$ cat src/rtl/load_monitor_if.sv
// Sensor, acknowledge and status bundle for load_monitor.
// The slave modport is the monitor; the master modport is the sensor/operator side.
interface load_monitor_if #(
  parameter int CNT_W = 4
);
  logic             board;
  logic             alight;
  logic             ack;
  logic [CNT_W-1:0] occupancy;
  logic             warn;
  logic             overload;
  logic             underflow;

  modport master (
    output board, alight, ack,
    input  occupancy, warn, overload, underflow
  );

  modport slave (
    input  board, alight, ack,
    output occupancy, warn, overload, underflow
  );
endinterface

$ cat src/rtl/load_monitor.sv
// Occupancy counter with warn/overload supervision, fed by two asynchronous edge sensors.
// Optional input debounce filter is compiled in with `define LOAD_MONITOR_DEBOUNCE_EN.
//
// state      | meaning
// -----------+-----------------------------------------------------------
// S_NORMAL   | occupancy below WARN_LEVEL
// S_WARN     | WARN_LEVEL <= occupancy <= CAPACITY
// S_OVERLOAD | occupancy exceeded CAPACITY; held until ack with occupancy back in range
module load_monitor #(
  parameter int CNT_W      = 4,
  parameter int CAPACITY   = 6,
  parameter int WARN_LEVEL = 5,
  parameter int DEB_CYC    = 4
) (
  input  logic           clk,
  input  logic           reset,
  load_monitor_if.slave  bus
);

  typedef enum logic [1:0] {
    S_NORMAL   = 2'd0,
    S_WARN     = 2'd1,
    S_OVERLOAD = 2'd2
  } state_t;

  localparam logic [CNT_W-1:0] OCC_MAX = '1;
  localparam logic [CNT_W-1:0] CAP_V   = CNT_W'(CAPACITY);
  localparam logic [CNT_W-1:0] WARN_V  = CNT_W'(WARN_LEVEL);

  // bit 0 = board, bit 1 = alight
  logic [1:0]       sync1, sync2, lvl, lvl_d, armed, ev;
  logic [1:0]       fill_cnt;
  logic             filled;
  logic             inc, dec, unf_set;
  logic [CNT_W-1:0] occ_q, occ_nxt;
  state_t           state_q, state_nxt;
  logic             warn_q, ovl_q, unf_q;

  assign filled = (fill_cnt == 2'd2);

  // An input only becomes armed once a genuine low has been sampled after reset,
  // so a sensor held high across reset release never counts as an edge.
  always_ff @(posedge clk or posedge reset) begin
    if (reset) begin
      sync1    <= '0;
      sync2    <= '0;
      lvl_d    <= '0;
      armed    <= '0;
      fill_cnt <= '0;
    end else begin
      sync1    <= {bus.alight, bus.board};
      sync2    <= sync1;
      lvl_d    <= lvl;
      armed    <= armed | ({2{filled}} & ~sync2);
      fill_cnt <= filled ? fill_cnt : fill_cnt + 2'd1;
    end
  end

`ifdef LOAD_MONITOR_DEBOUNCE_EN
  localparam int DW = $clog2(DEB_CYC + 1);

  logic [DW-1:0] deb_cnt [2];
  logic [1:0]    filt;

  always_ff @(posedge clk or posedge reset) begin
    if (reset) begin
      filt       <= '0;
      deb_cnt[0] <= '0;
      deb_cnt[1] <= '0;
    end else begin
      for (int i = 0; i < 2; i++) begin
        if (sync2[i] == filt[i]) begin
          deb_cnt[i] <= '0;
        end else if (deb_cnt[i] == DW'(DEB_CYC - 1)) begin
          filt[i]    <= sync2[i];
          deb_cnt[i] <= '0;
        end else begin
          deb_cnt[i] <= deb_cnt[i] + 1'b1;
        end
      end
    end
  end

  assign lvl = filt;
`else
  logic unused_deb_cyc;
  assign unused_deb_cyc = ^DEB_CYC;
  assign lvl            = sync2;
`endif

  assign ev  = lvl & ~lvl_d & armed;
  assign inc = ev[0] & ~ev[1];
  assign dec = ev[1] & ~ev[0];

  always_comb begin
    occ_nxt = occ_q;
    unf_set = 1'b0;
    if (inc) begin
      if (occ_q != OCC_MAX) occ_nxt = occ_q + 1'b1;
    end else if (dec) begin
      if (occ_q == '0) unf_set = 1'b1;
      else             occ_nxt = occ_q - 1'b1;
    end
  end

  always_comb begin
    state_nxt = state_q;
    case (state_q)
      S_OVERLOAD: begin
        if (bus.ack && (occ_nxt <= CAP_V))
          state_nxt = (occ_nxt >= WARN_V) ? S_WARN : S_NORMAL;
      end
      default: begin
        if (occ_nxt > CAP_V)        state_nxt = S_OVERLOAD;
        else if (occ_nxt >= WARN_V) state_nxt = S_WARN;
        else                        state_nxt = S_NORMAL;
      end
    endcase
  end

  always_ff @(posedge clk or posedge reset) begin
    if (reset) begin
      occ_q   <= '0;
      state_q <= S_NORMAL;
      warn_q  <= 1'b0;
      ovl_q   <= 1'b0;
      unf_q   <= 1'b0;
    end else begin
      occ_q   <= occ_nxt;
      state_q <= state_nxt;
      warn_q  <= (state_nxt == S_WARN);
      ovl_q   <= (state_nxt == S_OVERLOAD);
      unf_q   <= unf_q | unf_set;
    end
  end

  assign bus.occupancy = occ_q;
  assign bus.warn      = warn_q;
  assign bus.overload  = ovl_q;
  assign bus.underflow = unf_q;

endmodule

$ cat src/flat_wrapper.sv
// flat-port wrapper written by rule: the top's interface ports become plain ports
module load_monitor_flat 
#(
  parameter int CNT_W      = 4,
  parameter int CAPACITY   = 6,
  parameter int WARN_LEVEL = 5,
  parameter int DEB_CYC    = 4
)
  (clk, reset, bus_board, bus_alight, bus_ack, bus_occupancy, bus_warn, bus_overload, bus_underflow);
  load_monitor_if #(.CNT_W(CNT_W)) bus_i ();
  input  logic clk;
  input  logic reset;
  input wire logic [$bits(bus_i.board)-1:0] bus_board;
  input wire logic [$bits(bus_i.alight)-1:0] bus_alight;
  input wire logic [$bits(bus_i.ack)-1:0] bus_ack;
  output wire logic [$bits(bus_i.occupancy)-1:0] bus_occupancy;
  output wire logic [$bits(bus_i.warn)-1:0] bus_warn;
  output wire logic [$bits(bus_i.overload)-1:0] bus_overload;
  output wire logic [$bits(bus_i.underflow)-1:0] bus_underflow;
  assign bus_i.board = bus_board;
  assign bus_i.alight = bus_alight;
  assign bus_i.ack = bus_ack;
  assign bus_occupancy = bus_i.occupancy;
  assign bus_warn = bus_i.warn;
  assign bus_overload = bus_i.overload;
  assign bus_underflow = bus_i.underflow;
  load_monitor #(.CNT_W(CNT_W), .CAPACITY(CAPACITY), .WARN_LEVEL(WARN_LEVEL), .DEB_CYC(DEB_CYC)) u_core (.clk(clk), .reset(reset), .bus(bus_i));
endmodule
$ cat config.mk
export PLATFORM = sky130hd
export DESIGN_NAME = load_monitor_flat
export DESIGN_NICKNAME = d
export VERILOG_FILES = /design/src/rtl/load_monitor_if.sv /design/src/rtl/load_monitor.sv /design/src/flat_wrapper.sv
export SDC_FILE = /design/constraint.sdc
export NUM_CORES = 1
export LEC_CHECK = 0
export CORE_MARGIN = 1.5
export CORE_UTILIZATION = 55
export CTS_CLUSTER_DIAMETER = 100
export DETAILED_ROUTE_END_ITERATION = 10
export PLACE_DENSITY = 0.8
export SYNTH_ARGS = -nofsm -noshare
export SYNTH_HDL_FRONTEND = slang
export SYNTH_SLANG_ARGS = --single-unit
$ cat constraint.sdc
create_clock -name clk -period 4.09 [get_ports clk]
set_input_delay 0.409 -clock clk [delete_from_list [all_inputs] [get_ports clk]]
set_output_delay 0.409 -clock clk [all_outputs]
set_load 0.01 [all_outputs]
# == Word level (Yosys, flattened, before mapping) ==
# Index checks and enable logic that the tools add are counted.
# Widths: inputs -> output; s select.
# classes
add_sub_neg,3
magnitude_cmp,3
n_eq_ne,5
n_mux,11
bitwise,11
n_reduce_logical,2
# op_table
op,n
$mux 4,4
$and 2x2->2,3
$eq 2x2->1 const B,3
$mux 2,3
$add 4x1->4 const B,1
$ge 4x3->1 const B,1
$gt 4x3->1 const B,1
$le 4x3->1 const B,1
$logic_not 4->1,1
$mux 1,4
$ne 4x4->1 const B,1
$not 2->2,2
$sub 4x1->4 const B,1
$add 2x1->2 const B,1
$and 1x1->1,2
$eq 2x1->1 const B,1
$not 1->1,2
$or 2x2->2,1
$logic_and 1x1->1,1
$or 1x1->1,1
# word_totals
ff_bits,19
inputBits,5
out_inout_bits,7
wordCells,45

# == Depth between registers and ports, before layout ==
# Gate-level depths: netlist of the first run.
# depth
word_depth,12
mapped_depth,7
ltp_nobuf,7

# == Worst setup path after synthesis of the first run ==
# Ideal clock, no wire load.
# synth_path
path_type,register -> register
startpoint,"register u_core.occ_q[1], in the netlist u_core.bus.occupancy[1]"
endpoint,"register u_core.warn_q, in the netlist u_core.bus.warn"
setup_time_ns,0.142
arrival_time_ns,1.614
slack_ns,2.334
path_stages_with_launch,8
path_buffers,0
synth_period_minus_slack_ns,1.756
path_cell_list,dfrtp_1 inv_1 ha_1 nor3b_2 nor3_1 or3_4 a21oi_1 nor4bb_1
# synth_between
elab_chain_cells,9
# synth_lines
item,line,source
start: declaration,load_monitor.sv:35,"logic [CNT_W-1:0] occ_q, occ_nxt;"
start signal: assignment,load_monitor.sv:129,occ_q <= occ_nxt;
$sub 4x1->4 or $logic_not 4->1 (tied branches),"load_monitor.sv:102, load_monitor.sv:101",
$mux 4,load_monitor.sv:101,if (occ_q == '0) unf_set = 1'b1;
$mux 4,load_monitor.sv:100,end else if (dec) begin
$mux 4 (*),load_monitor.sv:98,if (inc) begin
$ge 4x3->1 or $le 4x3->1 (tied branches),"load_monitor.sv:111, load_monitor.sv:115, load_monitor.sv:110",
$mux 1 or $logic_and 1x1->1 (tied branches),"load_monitor.sv:111, load_monitor.sv:115, load_monitor.sv:110",
"$mux 2, on equally long branches","load_monitor.sv:114, load_monitor.sv:110",
$mux 2 (*),load_monitor.sv:108,case (state_q)
$eq 2x1->1 (*),load_monitor.sv:131,warn_q <= (state_nxt == S_WARN);
end signal: assignment,load_monitor.sv:131,
end: declaration,load_monitor.sv:37,"logic warn_q, ovl_q, unf_q;"
# Mark *: on every way between the ends. The rest lies on a longest branch, timed or not.
# A chain may end at the register's enable or synchronous reset.

# == Final worst setup path of the first run ==
# layout_path
startpoint,"register u_core.occ_q[0], in the netlist u_core.bus.occupancy[0]"
endpoint,register u_core.state_q[0]
# layout_between
elab_chain_cells,8
# layout_lines
item,line,source
$sub 4x1->4 or $logic_not 4->1 (tied branches),"load_monitor.sv:102, load_monitor.sv:101",
$mux 4,load_monitor.sv:101,
$mux 4,load_monitor.sv:100,
$mux 4 (*),load_monitor.sv:98,
$ge 4x3->1 or $le 4x3->1 (tied branches),"load_monitor.sv:111, load_monitor.sv:115, load_monitor.sv:110",
$mux 1 or $logic_and 1x1->1 (tied branches),"load_monitor.sv:111, load_monitor.sv:115, load_monitor.sv:110",
"$mux 2, on equally long branches","load_monitor.sv:114, load_monitor.sv:110",
$mux 2 (*),load_monitor.sv:108,
via u_core.state_nxt[0],load_monitor.sv:36,"state_t state_q, state_nxt;"
end signal: assignment,load_monitor.sv:130,state_q <= state_nxt;
end: declaration,load_monitor.sv:36,
# Mark *: on every way through the listed nets, which the timed path passes. The rest lies on a longest branch.

==> tab_implementation.tex, run 1 <==
\begin{tabular}{lr}
\hline
Metric & Value \\
\hline
\multicolumn{2}{l}{\textbf{Status}} \\
Run status & completed \\
\multicolumn{2}{l}{\textbf{Timing}} \\
Final hold viol count & 0 \\
Share of the cycle needed by the critical path after routing & 48.3\% \\
Unrepaired setup endpoints after global routing & no \\
FMAX & 507 MHz \\
Final hold slack & 356 ps \\
Setup TNS Final & 0 ps \\
Final clock skew & 1.30 ps \\
Actual transition at the worst max-transition pin & 675 ps \\
Relative slew slack & 55.0\% \\
Count of final max-slew check failures & 0 \\
Tmin final & 1970 ps \\
Final setup violation count & 0 \\
\multicolumn{2}{l}{\textbf{Setup path}} \\
FF-to-FF End & u\_core.state\_q[0]\$\_DFF\_PP0\_ \\
R2R depth & 7 \\
Critical path data arrival time & 2160 ps \\
Crit-path max FO & 7 \\
Data required, critical path & 4280 ps \\
Critical path type & reg -> reg \\
Endpoint type of the worst setup path & flop \\
FF-to-FF setup slack & 2120 ps \\
Reg-to-Reg Start & u\_core.bus.occupancy[0]\$\_DFF\_PP0\_ \\
Worst Setup Start Kind & flop \\
Crit-path leading delay family & simple AND/OR/NAND/NOR gates \\
Slowest cell on the critical path & dfrtp\_1 \\
Crit path cell chain & inv\_1, ha\_1, nor3b\_2, nor3\_1, or3\_4, nand3\_2, nor4bb\_1 \\
Slowest cell delay on critical path & 470 ps \\
Worst Path Buf+Inv & 1 \\
\multicolumn{2}{l}{\textbf{Final layout}} \\
Share of post-route cells with drive strength above 1 & 8.60\% \\
Filler Cell Count & 123 \\
Diodes inserted & 0 \\
Area of all sequential standard cells & 475 µm² \\
Top library cells by usage in the layout, fill and taps aside & dfrtp\_1, clkdlybuf4s50\_1, inv\_1 \\
Most common cell after layout, fill and taps aside & dfrtp\_1 \\
Area of the multi-input gates & 358 µm² \\
Non-Filler Instances & 109 \\
Number of nets in the final layout & 102 \\
Layout overhead on the synthesized area & 17.4\% \\
\multicolumn{2}{l}{\textbf{Global routing}} \\
First-pass GRT wire length & 2.66 mm \\
Largest net degree at the start of global routing & 20 \\
Number of antenna violations at the first check in global routing & 0 \\
Total global routing overflow & 0 \\
Via count of the first global-routing pass & 613 \\
Total routing resource utilization after global routing & 20.0\% \\
\multicolumn{2}{l}{\textbf{CTS}} \\
Root buf cell & clkbuf\_4 \\
CTS HTree Levels & 1 \\
CTS Buffer Depth & 2 \\
Clock tree from TritonCTS & done \\
Total clock buffers created by CTS & 3 \\
CTS sink count & 19 \\
Insertion delay of the later-clocked pin in the worst-skew pair & 290 ps \\
Post-CTS repair timing setup buffer count & 0 \\
Quantity of gates resized following cts & 0 \\
Clock-pin slew on the worst setup and hold paths & 100 ps \\
Hold bufs inserted after CTS & 0 \\
\multicolumn{2}{l}{\textbf{Hold path}} \\
Hold path startpoint & u\_core.sync1[1]\$\_DFF\_PP0\_ \\
Hold Path Cell Cnt & 0 \\
Hold WC Path Type & reg -> reg \\
End of the worst hold path & u\_core.lvl[1]\$\_DFF\_PP0\_ \\
\multicolumn{2}{l}{\textbf{Place}} \\
DP Cell Count & 105 \\
\# port buffers & 11 \\
Detailed-placement wirelength estimate & 1.18 mm \\
Routability congestion estimate & 0.814 \\
\multicolumn{2}{l}{\textbf{Floorplan}} \\
Initial Util & 58.6\% \\
Number of ports placed on the die boundary & 12 \\
Die span in x & 42.8 µm \\
Die height & 42.8 µm \\
Number of standard-cell rows in the floorplan & 14 \\
Die Footprint & 1830 µm² \\
Core Footprint & 1490 µm² \\
\multicolumn{2}{l}{\textbf{Drt}} \\
Drt drc & 0 \\
Number of antenna-violating nets in the routed design & 0 \\
Count of TritonRoute iterations in the first routing pass & 3 \\
Average via count per standard cell & 5.84 \\
Wire length after detailed routing & 1.53 mm \\
DRT iter0 DRCs & 3 \\
Number of vias after detailed routing & 637 \\
Final routed wire length divided by cell count & 14.0 µm \\
\multicolumn{2}{l}{\textbf{Pwr}} \\
P\_leak & 0.458 nW \\
Max rail drop VDD & 0.361 mV \\
Power Dens Cells & 632 nW/µm² \\
\multicolumn{2}{l}{\textbf{Logic synthesis}} \\
Combined area of all synthesized cells & 872 µm² \\
Number of warning messages in the yosys log & 0 \\
Synthesized area divided by synthesized cell count & 11.0 µm² \\
Number of cells produced by synthesis & 79 \\
Number of nets produced by synthesis & 87 \\
Library cells used by synthesis & 30 \\
Flip-flop and latch count after synthesis & 19 \\
Post-synthesis sequential area ratio & 54.5\% \\
\multicolumn{2}{l}{\textbf{Run}} \\
Max-cap violation count & 0 \\
\hline
\end{tabular}
logic make-up (layout without fill, tap and decap cells):
logic type	count (synthesis)	in the layout	share of synthesized area [%]
and+or+nand+nor	26	26	19.9
DFF	19	19	54.5
AOI/OAI and AO/OA	18	18	13.3
buffers and inverters	10	24	4.45
adders and majority gates	3	3	4.30
muxes	2	2	2.44
xor gates and xnor gates	1	1	1.00
state kept, by name, indices dropped and copies added (netlist names):
signal / cells
u_core.lvl: 2
u_core.fill_cnt: 2
u_core.sync1: 2
u_core.state_q: 2
u_core.bus.warn: 1
u_core.bus.occupancy: 4
u_core.bus.overload: 1
u_core.lvl_d: 2
u_core.bus.underflow: 1
u_core.armed: 2
metrics by stage:
stage / area, µm² / total power (W) / utilization [%] / setup slack, ps
final: 1020 / 0.000647 / 68.7 / 2120
after global routing: 1020 / 0.000692 / 68.7 / 1940
after CTS: 1020 / 0.000651 / 68.7 / 2130
after detailed placement: 997 / 0.000559 / 67.0 / 2140
after global placement: 997 / 0.000548 / 67.0 / 2230
after floorplan: 872 / 0.000447 / - / 2330
routing by layer:
metal  global-route usage [%]  vias up  wire (µm)
li1                         -      312          -
met1                     26.3      308        719
met2                     29.7       11        709
met3                     4.68        6         55
met4                     12.5        0         44
met5                        0        -          0
Yosys cell counts:
library cell	instances	share of area, %
o2bb2ai_1	1	1.0
nand2_1	2	0.86
dfrtp_1	19	55
a31oi_1	2	1.4
o31ai_1	2	1.7
a21o_1	3	2.6
and3_1	1	0.72
ha_1	3	4.3
inv_1	9	3.9
or3_4	1	1.3
nand3b_1	2	1.7
nor2_1	4	1.7
o32ai_1	1	1.0
a21oi_1	3	1.7
nand3_1	4	2.3
o21ai_1	1	0.57
and2_1	1	0.72
nand2b_1	1	0.72
and3b_1	2	2.0
nand3_2	2	2.3
buf_2	1	0.57
o21ai_0	4	2.3
mux2_2	1	1.3
nor3b_2	1	1.4
xnor2_1	1	1.0
nor4bb_1	2	2.3
nor3_1	2	1.1
mux2i_1	1	1.1
a2bb2oi_1	1	1.0
nand4_1	1	0.72
layout make-up:
cell class	count	area share, %
tap	16	1.96
sequential	19	46.5
inverter	9	3.30
multi-input combinational	50	35.0
clock buffer	4	2.57
timing repair buffer	11	10.8
power breakdown:
part,internal [W],total [W],switching (W),leakage (nW)
registers,0.000232,0.000279,0.0000471,0.214
logic,0.000143,0.000277,0.000134,0.229
clock network,0.0000380,0.0000912,0.0000533,0.0150
worst max path at each step:
stage,startpoint,to,slack [ps],depth (start not counted)
2_1_floorplan,u_core.bus.occupancy[1]$_DFF_PP0_,u_core.bus.warn$_DFF_PP0_,2330,7
3_3_place_gp,u_core.bus.occupancy[0]$_DFF_PP0_,u_core.bus.warn$_DFF_PP0_,2230,7
3_5_place_dp,u_core.bus.occupancy[0]$_DFF_PP0_,u_core.state_q[0]$_DFF_PP0_,2140,7
4_1_cts,u_core.bus.occupancy[0]$_DFF_PP0_,u_core.state_q[0]$_DFF_PP0_,2130,7
5_1_grt,u_core.bus.occupancy[0]$_DFF_PP0_,u_core.state_q[0]$_DFF_PP0_,1940,7
6_report,u_core.bus.occupancy[0]$_DFF_PP0_,u_core.state_q[0]$_DFF_PP0_,2120,7
(Power assumes the default switching activity.)
==> run 2, diff against run 1 <==
- CORE_UTILIZATION: 55 -> 46
- PLACE_DENSITY: 0.8 -> 0.72
- clock period: 4.09 -> 1.75 ns (I/O delays scaled with it)
==> run 2 against run 1 <==
Net effect:
- the flow now finishes with violations (negative setup slack)
- fmax grew 9.5%
- critical endpoint unchanged
- design area rose by 21%
- hold slack got worse by 230 ps
- routed wire length up 17%
- count of clock-buffer cells in the layout fell by 1
- sequential cell count unchanged
- total power rose to 3.0 times the previous value
- clock skew up 9.4 ps
- die area is 18% higher
- largest cell class unchanged
- utilization grew 2.1 points
==> tab_implementation.tex, run 2 (synthesized netlist as in run 1, its figures left out) <==
\begin{tabular}{lr}
\hline
Metric & Value \\
\hline
\multicolumn{2}{l}{\textbf{Place}} \\
Detailed-placement wirelength estimate & 1.14 mm (-3.9\%) \\
Placed Instance Area & 1070 µm² (+7.0\%) \\
Routability congestion estimate & 0.752 (-7.6\%) \\
\# port buffers & 11 (unchanged) \\
\multicolumn{2}{l}{\textbf{Final layout}} \\
Share of post-route cells with drive strength above 1 & 33.6\% (+25 points) \\
Most common cell after layout, fill and taps aside & dfrtp\_1 \\
Number of nets in the final layout & 116 (+14\%) \\
Filler Cell Count & 131 (+6.5\%) \\
Top library cells by usage in the layout, fill and taps aside & dfrtp\_1, buf\_4, clkdlybuf4s50\_1 \\
Diodes inserted & 0 (unchanged) \\
Layout overhead on the synthesized area & 41.8\% \\
Number of flip-flops in the largest register & 4 (unchanged) \\
Final design instance area without fill & 1240 µm² (+21\%) \\
Largest register by flop count & u\_core.bus.occupancy \\
\multicolumn{2}{l}{\textbf{Global routing}} \\
Largest net degree at the start of global routing & 12 (-40\%) \\
First-pass GRT wire length & 2.48 mm (-7.0\%) \\
Via count of the first global-routing pass & 616 (+0.49\%) \\
Total global routing overflow & 0 (unchanged) \\
Number of antenna violations at the first check in global routing & 0 (unchanged) \\
Total routing resource utilization after global routing & 16.8\% (-3.2 points) \\
\multicolumn{2}{l}{\textbf{Setup path}} \\
Endpoint type of the worst setup path & flop \\
Critical path type & reg -> reg \\
Data required, critical path & 1940 ps (-2340 ps) \\
Crit-path max FO & 4 (-3) \\
Critical path data arrival time & 2000 ps (-160 ps) \\
Worst Setup Start Kind & flop \\
\multicolumn{2}{l}{\textbf{Timing}} \\
Tmin final & 1800 ps (-171 ps) \\
Actual transition at the worst max-transition pin & 378 ps (-297 ps) \\
Count of final max-slew check failures & 0 (unchanged) \\
Final hold viol count & 0 (unchanged) \\
Setup slack of the critical path after layout & -53.2 ps (-2170 ps) \\
Final clock skew & 10.7 ps (+9.37 ps) \\
Relative slew slack & 74.8\% (+20 points) \\
Final hold slack & 125 ps (-231 ps) \\
FMAX & 555 MHz (+9.5\%) \\
Final setup violation count & 2 (+2) \\
Share of the cycle needed by the critical path after routing & 103\% (+55 points) \\
Unrepaired setup endpoints after global routing & yes \\
\multicolumn{2}{l}{\textbf{CTS}} \\
Hold bufs inserted after CTS & 0 (unchanged) \\
Root buf cell & clkbuf\_4 \\
Clock tree from TritonCTS & done \\
Clock-pin slew on the worst setup and hold paths & 110 ps (about the same) \\
Insertion delay of the later-clocked pin in the worst-skew pair & 300 ps (about the same) \\
CTS Buffer Depth & 2 (unchanged) \\
CTS HTree Levels & 1 (unchanged) \\
Total clock buffers created by CTS & 3 (unchanged) \\
CTS sink count & 19 (unchanged) \\
\multicolumn{2}{l}{\textbf{Floorplan}} \\
Core Footprint & 1750 µm² (+17\%) \\
Number of standard-cell rows in the floorplan & 15 (+1) \\
Die span in x & 46.5 µm (+8.7\%) \\
Die height & 46.5 µm (+8.7\%) \\
Number of ports placed on the die boundary & 12 (unchanged) \\
Die Footprint & 2170 µm² (+18\%) \\
Initial Util & 50.0\% (-8.6 points) \\
\multicolumn{2}{l}{\textbf{Pwr}} \\
Max rail drop VDD & 0.886 mV (+150\%) \\
Tot Pwr & 0.00193 W (+200\%) \\
P\_leak & 0.545 nW (+19\%) \\
Power Dens Cells & 1560 nW/µm² (+150\%) \\
\multicolumn{2}{l}{\textbf{Drt}} \\
Number of vias after detailed routing & 717 (+13\%) \\
DRT iter0 DRCs & 17 (+14) \\
Final routed wire length divided by cell count & 13.5 µm (-3.7\%) \\
Count of TritonRoute iterations in the first routing pass & 4 (+1) \\
Wire length after detailed routing & 1.78 mm (+17\%) \\
Drt drc & 0 (unchanged) \\
Number of antenna-violating nets in the routed design & 0 (unchanged) \\
Average via count per standard cell & 5.43 (-7.1\%) \\
\multicolumn{2}{l}{\textbf{Run}} \\
Max-cap violation count & 0 (unchanged) \\
\multicolumn{2}{l}{\textbf{Status}} \\
Violations in the final reports & negative setup slack \\
Run status & finished with violations \\
\multicolumn{2}{l}{\textbf{Hold path}} \\
Hold WC Path Type & in -> async \\
\hline
\end{tabular}
==> run 2: final cells by class <==
class	instances	area, µm²	share of cell area (%)
Clock inverter	1	5.00	0.405
Inverter	9	33.8	2.73
Clock buffer	3	22.5	1.82
Tap cell	25	31.3	2.53
Timing Repair Buffer	25	215	17.4
Sequential cell	19	477	38.6
Multi-Input combinational cell	50	452	36.5
==> run 2: timing repair <==
| item | in CTS | in global routing |
|---|---|---|
| cloned | 0 | 0 |
| pin swaps | 0 | 1 |
| endpoints found under the setup margin | 2 | 4 |
| gates resized for setup | 3 | 15 |
| buffers inserted | 2 | 5 |
==> run 2: worst max-delay path: stages (launching register included) <==
cell and delay [ps]:
dfrtp_1 440, inv_2 100, ha_4 130, nor3b_4 270, nor3_2 90, or3_4 380, a21oi_4 210, nor4bb_4 70
==> run 2: routing by layer <==
metal	up-vias	routed length (µm)	track usage, %
met5	-	0	0
met4	0	34	8.57
met1	352	771	21.0
li1	337	-	-
met2	22	918	27.2
met3	6	59	3.53
==> run 2: where the power goes <==
group          switching, W  internal (W)
registers          0.000101      0.000544
clock network      0.000134     0.0000851
logic              0.000481      0.000589
total              0.000716       0.00122
==> run 2: stage by stage <==
stage                     utilization, %  setup TNS, ps  setup slack (ps)  std cells
after floorplan                        -              0              5.53         79
after global routing                70.8           -453              -144        132
after CTS                           64.4          -74.5             -40.7        127
after detailed placement            61.1          -70.9             -37.2        121
after global placement              61.1          -33.9             -33.9        121
final                               70.8           -105             -53.2        132
==> run 2: path summary, 6_finish.rpt <==
| path | startpoint | endpoint | slack, ps | depth (start not counted) |
|---|---|---|---|---|
| setup reg to reg | u_core.bus.occupancy[1]$_DFF_PP0_ | u_core.state_q[0]$_DFF_PP0_ | -50 | 7 |
| max in group asynchronous | reset | u_core.lvl_d[1]$_DFF_PP0_ | 1140 | 3 |
| setup / recovery | u_core.bus.occupancy[1]$_DFF_PP0_ | u_core.state_q[0]$_DFF_PP0_ | -50 | 7 |
| hold / removal | reset | u_core.bus.overload$_DFF_PP0_ | 130 | 2 |
| hold reg to reg | u_core.sync1[1]$_DFF_PP0_ | u_core.lvl[1]$_DFF_PP0_ | 360 | 0 |
| min in group clk | bus_board | u_core.sync1[0]$_DFF_PP0_ | 310 | 1 |
==> run 3, diff against run 2 <==
- CORE_ASPECT_RATIO: not set -> 0.7
==> run 3 against run 2 <==
Net effect:
- the run still ends with negative setup slack left
- hold slack better by 46 ps
- fmax is 5.9% lower
- design area is the same
- global-route usage rose by 8.1 points
- critical endpoint is now u_core.bus.warn$_DFF_PP0_
- largest power group unchanged
- highest routed layer unchanged
==> tab_implementation.tex, run 3 (synthesized netlist as in run 1, its figures left out) <==
\begin{tabular}{lr}
\hline
Metric & Value \\
\hline
\multicolumn{2}{l}{\textbf{Hold path}} \\
Hold WC Path Type & in -> async \\
\multicolumn{2}{l}{\textbf{Timing}} \\
Final hold slack & 172 ps (+46.4 ps) \\
Setup slack of the critical path after layout & -165 ps (-112 ps) \\
Relative slew slack & 76.4\% (+1.6 points) \\
Final hold viol count & 0 (unchanged) \\
FMAX & 522 MHz (-5.9\%) \\
Final clock skew & 11.4 ps (+0.695 ps) \\
Final setup violation count & 5 (+3) \\
Actual transition at the worst max-transition pin & 350 ps (-27.3 ps) \\
Count of final max-slew check failures & 0 (unchanged) \\
Share of the cycle needed by the critical path after routing & 109\% (+6.4 points) \\
Tmin final & 1920 ps (+112 ps) \\
Unrepaired setup endpoints after global routing & yes \\
Setup TNS Final & -491 ps (-386 ps) \\
\multicolumn{2}{l}{\textbf{Floorplan}} \\
Die Footprint & 2170 µm² (+0.20\%) \\
Core Footprint & 1680 µm² (-3.7\%) \\
Die height & 39.4 µm (-15\%) \\
Initial Util & 51.9\% (+1.9 points) \\
Die span in x & 55.0 µm (+18\%) \\
Number of standard-cell rows in the floorplan & 12 (-3) \\
Number of ports placed on the die boundary & 12 (unchanged) \\
\multicolumn{2}{l}{\textbf{Final layout}} \\
Diodes inserted & 0 (unchanged) \\
Largest register by flop count & u\_core.bus.occupancy \\
Most common cell after layout, fill and taps aside & dfrtp\_1 \\
Filler Cell Count & 121 (-7.6\%) \\
Share of post-route cells with drive strength above 1 & 34.6\% (+0.93 points) \\
Layout overhead on the synthesized area & 41.8\% (unchanged) \\
Area of the multi-input gates & 458 µm² (+1.4\%) \\
Non-Filler Instances & 128 (-3.0\%) \\
Area of all sequential standard cells & 475 µm² (-0.26\%) \\
Number of flip-flops in the largest register & 4 (unchanged) \\
Top library cells by usage in the layout, fill and taps aside & dfrtp\_1, buf\_4, clkdlybuf4s50\_1 \\
Number of nets in the final layout & 116 (unchanged) \\
\multicolumn{2}{l}{\textbf{Place}} \\
Routability congestion estimate & 0.872 (+16\%) \\
\# port buffers & 11 (unchanged) \\
DP Cell Count & 118 (-2.5\%) \\
Detailed-placement wirelength estimate & 1.36 mm (+20\%) \\
\multicolumn{2}{l}{\textbf{Drt}} \\
Number of vias after detailed routing & 690 (-3.8\%) \\
Number of antenna-violating nets in the routed design & 0 (unchanged) \\
Average via count per standard cell & 5.39 (-0.76\%) \\
Count of TritonRoute iterations in the first routing pass & 4 (unchanged) \\
Final routed wire length divided by cell count & 16.4 µm (+21\%) \\
Drt drc & 0 (unchanged) \\
Wire length after detailed routing & 2.10 mm (+18\%) \\
DRT iter0 DRCs & 8 (-9) \\
\multicolumn{2}{l}{\textbf{Setup path}} \\
Critical Path Source & u\_core.bus.occupancy[1]\$\_DFF\_PP0\_ \\
FF-to-FF setup slack & -170 ps (-110 ps) \\
Critical path type & reg -> reg \\
Critical path data arrival time & 2130 ps (+130 ps) \\
Reg-to-Reg Start & u\_core.bus.occupancy[1]\$\_DFF\_PP0\_ \\
FF-to-FF End & u\_core.bus.warn\$\_DFF\_PP0\_ \\
Data required, critical path & 1970 ps (+30 ps) \\
Critical path capture point & u\_core.bus.warn\$\_DFF\_PP0\_ \\
R2R depth & 7 (unchanged) \\
Crit-path max FO & 4 (unchanged) \\
Endpoint type of the worst setup path & flop \\
Worst Setup Start Kind & flop \\
\multicolumn{2}{l}{\textbf{Pwr}} \\
P\_leak & 0.545 nW (about the same) \\
Max rail drop VDD & 1.23 mV (+39\%) \\
Tot Pwr & 0.00203 W (+5.0\%) \\
Power Dens Cells & 1640 nW/µm² (+5.0\%) \\
\multicolumn{2}{l}{\textbf{Global routing}} \\
Via count of the first global-routing pass & 692 (+12\%) \\
Total routing resource utilization after global routing & 24.9\% (+8.1 points) \\
First-pass GRT wire length & 3.44 mm (+39\%) \\
Total global routing overflow & 0 (unchanged) \\
Largest net degree at the start of global routing & 20 (+8) \\
Number of antenna violations at the first check in global routing & 0 (unchanged) \\
\multicolumn{2}{l}{\textbf{CTS}} \\
CTS HTree Levels & 1 (unchanged) \\
Total clock buffers created by CTS & 3 (unchanged) \\
Clock-pin slew on the worst setup and hold paths & 110 ps (about the same) \\
Insertion delay of the later-clocked pin in the worst-skew pair & 300 ps (about the same) \\
CTS Buffer Depth & 2 (unchanged) \\
CTS sink count & 19 (unchanged) \\
Clock tree from TritonCTS & done \\
Root buf cell & clkbuf\_4 \\
\multicolumn{2}{l}{\textbf{Status}} \\
Violations in the final reports & negative setup slack \\
Run status & finished with violations \\
\multicolumn{2}{l}{\textbf{Run}} \\
Max-cap violation count & 0 (unchanged) \\
\hline
\end{tabular}
run 3: cell counts in the layout (fill, tap and decap cells not counted):
Identical to the previous run, type by type.
run 3: repair_timing:
item | in CTS | in global routing
pin swaps | 2 | 1
setup buffers | 4 | 2
gates resized for setup | 17 | 5
hold buffers | 0 | 0
endpoints found under the setup margin | 5 | 6
run 3: metal layers:
| layer | part of all wire [%] | global-route usage, % | vias up |
|---|---|---|---|
| met5 | 0 | 0 | - |
| met4 | 1.4 | 8.54 | 0 |
| met2 | 49 | 40.5 | 23 |
| met1 | 45 | 31.7 | 325 |
| met3 | 4.8 | 7.25 | 5 |
| li1 | - | - | 337 |
run 3: cell type report:
| cell class | count | area share, % |
|---|---|---|
| well taps | 21 | 2.13 |
| clock inverters | 1 | 0.405 |
| multi-input cells | 50 | 37.0 |
| inverters | 9 | 2.73 |
| repair buffers | 25 | 17.4 |
| clock buffers | 3 | 1.82 |
| flip-flops and latches | 19 | 38.5 |
run 3: worst min-delay path by stage:
stage | from | end
final | reset | u_core.fill_cnt[0]$_DFFE_PP0P_
after global routing | reset | u_core.fill_cnt[1]$_DFFE_PP0P_
after CTS | reset | u_core.fill_cnt[1]$_DFFE_PP0P_
after detailed placement | u_core.sync1[0]$_DFF_PP0_ | u_core.lvl[0]$_DFF_PP0_
after global placement | u_core.sync1[1]$_DFF_PP0_ | u_core.lvl[1]$_DFF_PP0_
after floorplan | reset | u_core.armed[0]$_DFF_PP0_
run 3: report_power, final:
| group | total, W | switching [W] | internal (W) |
|---|---|---|---|
| registers | 0.000655 | 0.000113 | 0.000542 |
| clock network | 0.000221 | 0.000136 | 0.0000853 |
| logic | 0.00115 | 0.000533 | 0.000622 |
run 3: worst max-delay path, stage by stage, from the launching register on:
cell	delay, ps
dfrtp_1	450
inv_2	110
ha_4	140
nor3b_4	300
o31ai_1	150
o2bb2ai_2	320
a21oi_4	90
nor4bb_4	280
run 3: stage by stage:
step	util, %	area (µm²)	setup slack, ps
finish	73.5	1240	-165
CTS	71.8	1210	-65.1
detailed placement	63.6	1070	-154
global route	73.5	1240	-239
floorplan	-	878	5.53
global placement	63.6	1070	-122
